File: src/rtl/anspwm_pkg.sv
`default_nettype none
// +----------------------------------------------------------------------+
// | anspwm_pkg                                                           |
// | Shared widths, constants and state encoding for the ANS-PWM blocks.  |
// | Rev 1.0                                                              |
// +----------------------------------------------------------------------+
package anspwm_pkg;

   localparam int SAMPLE_W     = 16;
   // Matches the depth of the downstream delay line so a flush clears it fully.
   localparam int DRAIN_CYCLES = 3;

   typedef enum logic [1:0] {
      IDLE  = 2'd0,
      RUN   = 2'd1,
      DRAIN = 2'd2
   } sched_state_t;

endpackage
`default_nettype wire

File: src/rtl/rr_arbiter.sv
`default_nettype none
// +----------------------------------------------------------------------+
// | rr_arbiter                                                           |
// | Combinational rotate-priority arbiter; search starts after `last`.   |
// | Rev 1.0                                                              |
// +----------------------------------------------------------------------+
module rr_arbiter #(
   parameter int NCH = 4
) (
   input  logic [NCH-1:0]         req,
   input  logic [$clog2(NCH)-1:0] last,
   input  logic                   en,
   output logic [NCH-1:0]         grant,
   output logic [$clog2(NCH)-1:0] grant_idx,
   output logic                   any
);

   localparam int IDX_W = $clog2(NCH);

   logic [IDX_W-1:0] w_idx;

   always_comb begin
      grant     = '0;
      grant_idx = '0;
      any       = 1'b0;
      w_idx     = '0;
      for (int i = 1; i <= NCH; i++) begin
         w_idx = IDX_W'((int'(last) + i) % NCH);
         if (en && !any && req[w_idx]) begin
            any          = 1'b1;
            grant[w_idx] = 1'b1;
            grant_idx    = w_idx;
         end
      end
   end

endmodule
`default_nettype wire

File: src/rtl/sample_slot_sched.sv
`default_nettype none
// +----------------------------------------------------------------------+
// | sample_slot_sched                                                    |
// | Round-robin slot scheduler feeding one sample per PERIOD to the PWM. |
// | Rev 1.0                                                              |
// +----------------------------------------------------------------------+
module sample_slot_sched
   import anspwm_pkg::*;
#(
   parameter int NCH    = 4,
   parameter int PERIOD = 256
) (
   input  logic                    clk,
   input  logic                    rst,
   input  logic                    enable,
   input  logic [NCH-1:0]          req_valid,
   input  logic [NCH*SAMPLE_W-1:0] req_val,
   input  logic [NCH-1:0]          req_sign,
   output logic [NCH-1:0]          req_ack,
   output logic [SAMPLE_W-1:0]     val_out,
   output logic                    sign_out,
   output logic                    vld_out,
   output logic [2:0]              ch_out,
   output logic                    busy,
   output logic [15:0]             underrun_cnt
);

   localparam int IDX_W = $clog2(NCH);
   localparam int CNT_W = $clog2(PERIOD);

   sched_state_t          r_state;
   logic [CNT_W-1:0]      r_cnt;
   logic [IDX_W-1:0]      r_last;
   logic [1:0]            r_drain;
   logic [SAMPLE_W-1:0]   r_val;
   logic                  r_sign;
   logic                  r_vld;
   logic [2:0]            r_ch;
   logic [15:0]           r_underrun_cnt;

   logic                  w_tick;
   logic                  w_arb_en;
   logic [NCH-1:0]        w_grant;
   logic [IDX_W-1:0]      w_grant_idx;
   logic                  w_any;

   assign w_tick   = (r_state == RUN) && (r_cnt == '0);
   // A disabling tick closes the run without granting anyone.
   assign w_arb_en = w_tick && enable;

   rr_arbiter #(
      .NCH (NCH)
   ) u_arb (
      .req       (req_valid),
      .last      (r_last),
      .en        (w_arb_en),
      .grant     (w_grant),
      .grant_idx (w_grant_idx),
      .any       (w_any)
   );

   assign req_ack      = w_grant;
   assign val_out      = r_val;
   assign sign_out     = r_sign;
   assign vld_out      = r_vld;
   assign ch_out       = r_ch;
   assign busy         = (r_state != IDLE);
   assign underrun_cnt = r_underrun_cnt;

   always_ff @(posedge clk or posedge rst) begin
      if (rst) begin
         r_state        <= IDLE;
         r_cnt          <= '0;
         r_last         <= IDX_W'(NCH - 1);
         r_drain        <= '0;
         r_val          <= '0;
         r_sign         <= 1'b0;
         r_vld          <= 1'b0;
         r_ch           <= '0;
         r_underrun_cnt <= '0;
      end else begin
         case (r_state)
            IDLE: begin
               if (enable) begin
                  r_state <= RUN;
                  r_cnt   <= '0;
               end
            end
            RUN: begin
               if (w_tick) begin
                  r_cnt <= CNT_W'(PERIOD - 1);
                  if (!enable) begin
                     r_state <= DRAIN;
                     r_drain <= '0;
                     r_val   <= '0;
                     r_sign  <= 1'b0;
                     r_vld   <= 1'b0;
                     r_ch    <= '0;
                  end else if (w_any) begin
                     r_val  <= req_val[int'(w_grant_idx)*SAMPLE_W +: SAMPLE_W];
                     r_sign <= req_sign[w_grant_idx];
                     r_vld  <= 1'b1;
                     r_ch   <= 3'(w_grant_idx);
                     r_last <= w_grant_idx;
                  end else begin
                     r_val  <= '0;
                     r_sign <= 1'b0;
                     r_vld  <= 1'b0;
                     r_ch   <= '0;
                     if (r_underrun_cnt != 16'hFFFF)
                        r_underrun_cnt <= r_underrun_cnt + 16'd1;
                  end
               end else begin
                  r_cnt <= r_cnt - CNT_W'(1);
               end
            end
            DRAIN: begin
               r_val  <= '0;
               r_sign <= 1'b0;
               r_vld  <= 1'b0;
               r_ch   <= '0;
               if (r_drain == 2'(DRAIN_CYCLES - 1))
                  r_state <= IDLE;
               else
                  r_drain <= r_drain + 2'd1;
            end
            default: r_state <= IDLE;
         endcase
      end
   end

endmodule
`default_nettype wire
File: config.mk
export PLATFORM = sky130hd
export DESIGN_NAME = sample_slot_sched
export DESIGN_NICKNAME = d
export VERILOG_FILES = /design/src/rtl/anspwm_pkg.sv /design/src/rtl/rr_arbiter.sv /design/src/rtl/sample_slot_sched.sv
export SDC_FILE = /design/constraint.sdc
export NUM_CORES = 1
export LEC_CHECK = 0
export BUFFER_PORTS_ARGS = -buffer_cell sky130_fd_sc_hd__buf_2
export CORE_MARGIN = 1
export CORE_UTILIZATION = 40
export DETAILED_ROUTE_END_ITERATION = 16
export PLACE_DENSITY = 0.66
export SLEW_MARGIN = 20
export SYNTH_ARGS = -nofsm -noshare
export SYNTH_HDL_FRONTEND = slang
export SYNTH_SLANG_ARGS = --single-unit
File: constraint.sdc
create_clock -name clk -period 3.85 [get_ports clk]
set_input_delay 0.77 -clock clk [delete_from_list [all_inputs] [get_ports clk]]
set_output_delay 0.77 -clock clk [all_outputs]
set_load 0.03 [all_outputs]
### Yosys cells after proc, flatten, opt, wreduce, memory -nomap -nowiden

Index checks and enable logic that the tools add are counted.

| storage, ports and cells | value |
|---|---|
| bits of input ports | 75 |
| bits in registers | 51 |
| word-level logic and storage cells | 124 |
| output and inout port bits | 42 |

| cells by class | value |
|---|---|
| shifts and indexed selects | 1 |
| $add $sub $neg | 7 |
| reductions and logical operators | 27 |
| bitwise operators | 4 |
| magnitude comparators | 9 |
| eq/ne operators | 9 |
| mux-type cells | 58 |

Operator list:

| kind | number |
|---|---|
| indexed part select 64 x 7 -> 16 bit | 1 |
| 2-to-1 mux 16 bit | 3 |
| one-hot mux 16 bit (2 select lines) | 1 |
| 2-to-1 mux 2 bit | 13 |
| 2-to-1 mux 1 bit | 19 |
| adder 16 x 1 -> 16 bit (second input constant) | 1 |
| 2-to-1 mux 4 bit | 4 |
| 2-to-1 mux 8 bit | 2 |
| != test 16 bit (second input constant) | 1 |
| one-hot mux 8 bit (2 select lines) | 1 |
| < comparator 2 x 3 -> 1 bit (second input constant) | 5 |
| logical AND 1 bit | 13 |
| bitwise OR 4 bit | 3 |
| AND reduction 4 bit | 3 |
| binary-select mux 1 bit (select 2 bit) | 5 |
| != test 2 bit (second input constant) | 5 |
| demux 1 bit (select 2 bit) | 4 |
| >= comparator 2 x 1 -> 1 bit (second input constant) | 4 |
| zero test 8 bit | 1 |
| subtractor 8 x 1 -> 8 bit (second input constant) | 1 |
| adder 2 x 1 -> 2 bit (second input constant) | 3 |
| one-hot mux 2 bit (3 select lines) | 1 |
| one-hot mux 3 bit (2 select lines) | 1 |
| nonzero test 2 bit | 3 |
| other kinds (11) | 17 |

### Logic depth before layout (Yosys ltp)

| logic depth | value |
|---|---|
| depth in word-level cells | 23 |
| gate-level depth with buffers | 12 |
| mapped depth without buffers | 8 |

### By module

Synthesis repeated with hierarchy kept, for this count alone.

| second synthesis, totals | value |
|---|---|
| cells, all modules | 289 |
| area, all modules | 3,230.6 µm² |

By module, submodules not included:

| module | times used | area each (µm²) | sequential area each (µm²) | cells an instance |
|---|---|---|---|---|
| sample_slot_sched | 1 | 2,708.8 | 1,253.7 | 224 |
| rr_arbiter | 1 | 521.8 | 0.0 | 65 |

### Least setup slack after synthesis

Ideal clock, no wire load.

| timing | value |
|---|---|
| path kind | register to output |
| start point | register r_last[0] |
| end point | output port req_ack[3] |
| slack | 434 ps |
| path buffers | 2 |
| data required time | 3,080 ps |
| data arrival time | 2,646 ps |
| cell stages (with the launch flop) | 9 |
| path through | dfstp_2 -> buf_6 -> inv_1 -> ha_1 -> clkbuf_1 -> mux4_2 -> nor2_1 -> a22oi_1 -> o21ai_0 |

| between the ends | value |
|---|---|
| cells in the longest elaborated chain, start to end | 17 |
| elaborated cells between the ends (all ways) | 52 |
| classes of those cells | 4 x add/sub; 8 x order compare; 23 x mux; 3 x bitwise; 14 x reduce/logical |

RTL lines:

| element | RTL line | text |
|---|---|---|
| start: declaration | sample_slot_sched.sv:33 | `logic [IDX_W-1:0] r_last;` |
| start signal: assignment | sample_slot_sched.sv:74 | `r_last <= IDX_W'(NCH - 1);` |
| start signal: assignment | sample_slot_sched.sv:104 | `r_last <= w_grant_idx;` |
| branches (longest 16 deep; another with < comparator 2 x 3 -> 1 bit) | -- |  |
| 2-to-1 mux 4 bit (*) | rr_arbiter.sv:29 | `if (en && !any && req[w_idx]) begin` |
| end: declaration | sample_slot_sched.sv:19 | `output logic [NCH-1:0] req_ack,` |

Mark *: on every way between the ends. The select of a mux whose other input is x is not followed.

### Worst setup path after layout

Ends and elaborated chain as after synthesis.

==> summary.txt <==
Critical path
  • CP required: 3080 ps
  • Crit-path slowest cell: dfstp_2
  • Crit. End Element: primary output
  • FF-to-FF path depth: 9
  • Crit path max fanout: 9
  • Critical path, cell by cell: inv_1 > ha_2 > mux4_2 > nor3_1 > and3_1 > a22oi_1 > o21ai_0 > buf_2
  • Critical Path AT: 2830 ps
  • CP max stage delay: 630 ps
  • CP Launch Type: flop
  • CP Class: flop to primary output

CTS
  • Clock sink total: 50
  • H-tree levels: 2
  • Later-pin clock latency in the skew report: 320 ps
  • CTS Root Cell: clkbuf_8
  • Clock transition at the registers of the reported paths: 100 ps
  • Clock buffer count from CTS: 5
  • CTS tree: yes
  • CTS Buffer Depth: 2

Yosys
  • Adder-cell area share of the yosys netlist: 0.0288
  • Synth unique cells: 51
  • Mapped Cells: 368
  • Syn Nets: 451
  • Simple-gate share of the synthesized area: 0.178
  • Yosys reg bits: 50
  • Ys flop type: dfrtp_1
  • Main combinational cell family by area after synthesis: compound AO/OA/AOI/OAI gates
  • Multiplexer share of the synthesized area: 0.146
  • Number of flops mapped to enable cells by yosys: 0
  • Post-synth ARST share: 1.00
  • Compound-gate portion of the synthesized area: 0.197
  • Register area share after synthesis: 0.361
  • Xor and xnor fraction of the mapped netlist area: 0.0378
  • Synth Area per Inst: 9.45 um^2
  • Post-synthesis cell area: 3480 um^2
  • Yosys warnings: 0

Cells and area
  • Filler cells: 778
  • Share of cells above drive strength 1: 0.326
  • Synthesis-to-finish area growth: 22.6%
  • Layout net count: 557
  • Number of diodes: 0
  • Commonest non-fill, non-tap cell in the layout: buf_2
  • Commonest non-fill, non-tap cells in the layout: buf_2, dfrtp_1, a21oi_1

Drt
  • Post-DR vias/cell: 5.73
  • DR vias: 3322
  • Residual DRC count: 0
  • Post-Route WL: 9.12 mm
  • DRT iter0 DRCs: 135
  • Post-route ant nets: 0
  • Pre-Repair DR Iteration Count: 4
  • Avg WL per Cell: 15.7 um

Placement
  • DPL Wire Length: 6.45 mm
  • DP Worst Slack: 447 ps
  • Port Buffers: 115
  • GP Congestion: 0.856

Global route
  • Antenna violations before repair: 0
  • GRT Total Usage: 0.217
  • GRT Residual Overflow: 0
  • Largest net degree at the start of global routing: 51
  • Vias in the first global route: 3213
  • First-pass GRT wire length: 15.3 mm

STA
  • Setup Skew: 13.8 ps
  • Max_slew headroom: 0.412
  • RSZ-0062 raised after global routing: no
  • Final period utilization: 0.936
  • Achievable Freq: 278 MHz
  • # setup viols final: 0
  • Min setup slack post-route: 248 ps
  • Worst-Margin Slew: 881 ps
  • Clock period minus worst slack: 3600 ps
  • Hold WS: 481 ps
  • Setup TNS: 0 ps
  • Final Hold Fails: 0
  • Slew Limit Fails: 0

Floorplan
  • Cell Rows: 33
  • Die Area: 9070 um^2
  • Die Y: 95.2 um
  • Core area: 8300 um^2
  • Num ports: 117
  • Initial Util: 0.419
  • Die W: 95.2 um

Min path
  • Hold path cells: 2
  • Min-Delay Path Class: flop to flop

Pwr
  • Worst IR Drop VDD: 315 uV
  • Cell area power density: 667 nW/um^2
  • Lkg Pwr: 2.06 nW
  • Total Power Consumption: 0.00284 W

Job
  • Number of max-cap violations: 0

Outcome
  • Outcome: finished, final reports clean
## cell usage after synthesis, drive strengths merged (6+ instances only)
cell type  count  area (um^2)
dfrtp         48         1200
a21oi         47          235
nor3          39          195
mux2i         36          360
clkbuf        19         71.3
nor2          19         71.3
a32o          18          180
nand2         13         48.8
xnor2         11         96.3
inv           10         37.5
nand4          9         56.3
ha             8          100
and3           7         48.8
nand3          7         35.0
buf            6         68.8
o21ai          6         30.0
## path summary, 6_finish.rpt
path                                        from                           to  slack, ps
max                        r_last[0]$_DFFE_PP1P_                   req_ack[3]        250
min reg2reg                ch_out[0]$_DFFE_PP0P_        ch_out[0]$_DFFE_PP0P_        480
max in group asynchronous                    rst       r_state[1]$_DFFE_PP0P_       2730
min                        ch_out[0]$_DFFE_PP0P_        ch_out[0]$_DFFE_PP0P_        480
min in group asynchronous                    rst  underrun_cnt[3]$_DFFE_PP0P_        590
max reg2reg                r_last[0]$_DFFE_PP1P_       val_out[2]$_DFFE_PP0P_        640
## critical path, delay by kind of cell, from the launching register on
kind / cells / cell delay, ps
AO/OA/AOI/OAI: 2 / 170
adder cells (fa/ha/maj): 1 / 430
buffers and inverters: 2 / 360
flip-flops: 1 / 630
multiplexers: 1 / 420
AND/OR/NAND/NOR: 2 / 510
## stage by stage
step                utilization  area, um^2  std cells
detailed placement        0.497        4130        570
finish                    0.513        4260        580
CTS                       0.511        4240        578
global route              0.513        4260        580
floorplan                     -        3480        368
global placement          0.497        4130        570
## power breakdown
part	switching, W	total, W	internal [W]	leakage, nW
clock	0.000203	0.000401	0.000198	0.0563
combinational	0.000954	0.00162	0.000664	1.34
sequential	0.000139	0.000823	0.000684	0.660
total	0.00130	0.00284	0.00155	2.06
## repair_timing
item	in CTS	in global routing
hold buffers	0	0
endpoints found under the hold margin	0	0
endpoints found under the setup margin	0	4
buffers inserted	0	2
gates resized for setup	0	1
## routing by layer
metal	track usage	vias to the layer above	wire [um]
met5	0	-	0
met4	0.0631	0	139
met3	0.0614	13	635
met2	0.364	124	4360
met1	0.269	1589	3980
li1	-	1596	-
## flip-flops by register name (all words and copies together), names as in the netlist
| signal | cells |
|---|---|
| underrun_cnt | 16 |
| val_out | 16 |
| r_cnt | 8 |
| ch_out | 2 |
| r_drain | 2 |
| r_last | 2 |
| r_state | 2 |
| sign_out | 1 |
| vld_out | 1 |
## layout make-up
cell class / instances / area [um^2] / area share
clock buffers: 5 / 68.8 / 0.0161
well taps: 105 / 131 / 0.0308
flip-flops and latches: 50 / 1250 / 0.294
multi-input cells: 283 / 2080 / 0.487
clock inverters: 3 / 48.8 / 0.0115
repair buffers: 124 / 643 / 0.151
inverters: 10 / 38.8 / 0.00910
## cells by family after synthesis
family	after synthesis
AND/OR/NAND/NOR	114
XOR/XNOR	15
adder cells (fa/ha/maj)	8
flip-flops	50
multiplexers	45
buffers and inverters	35
other	1
AO/OA/AOI/OAI	100
(Power assumes the default switching activity.)
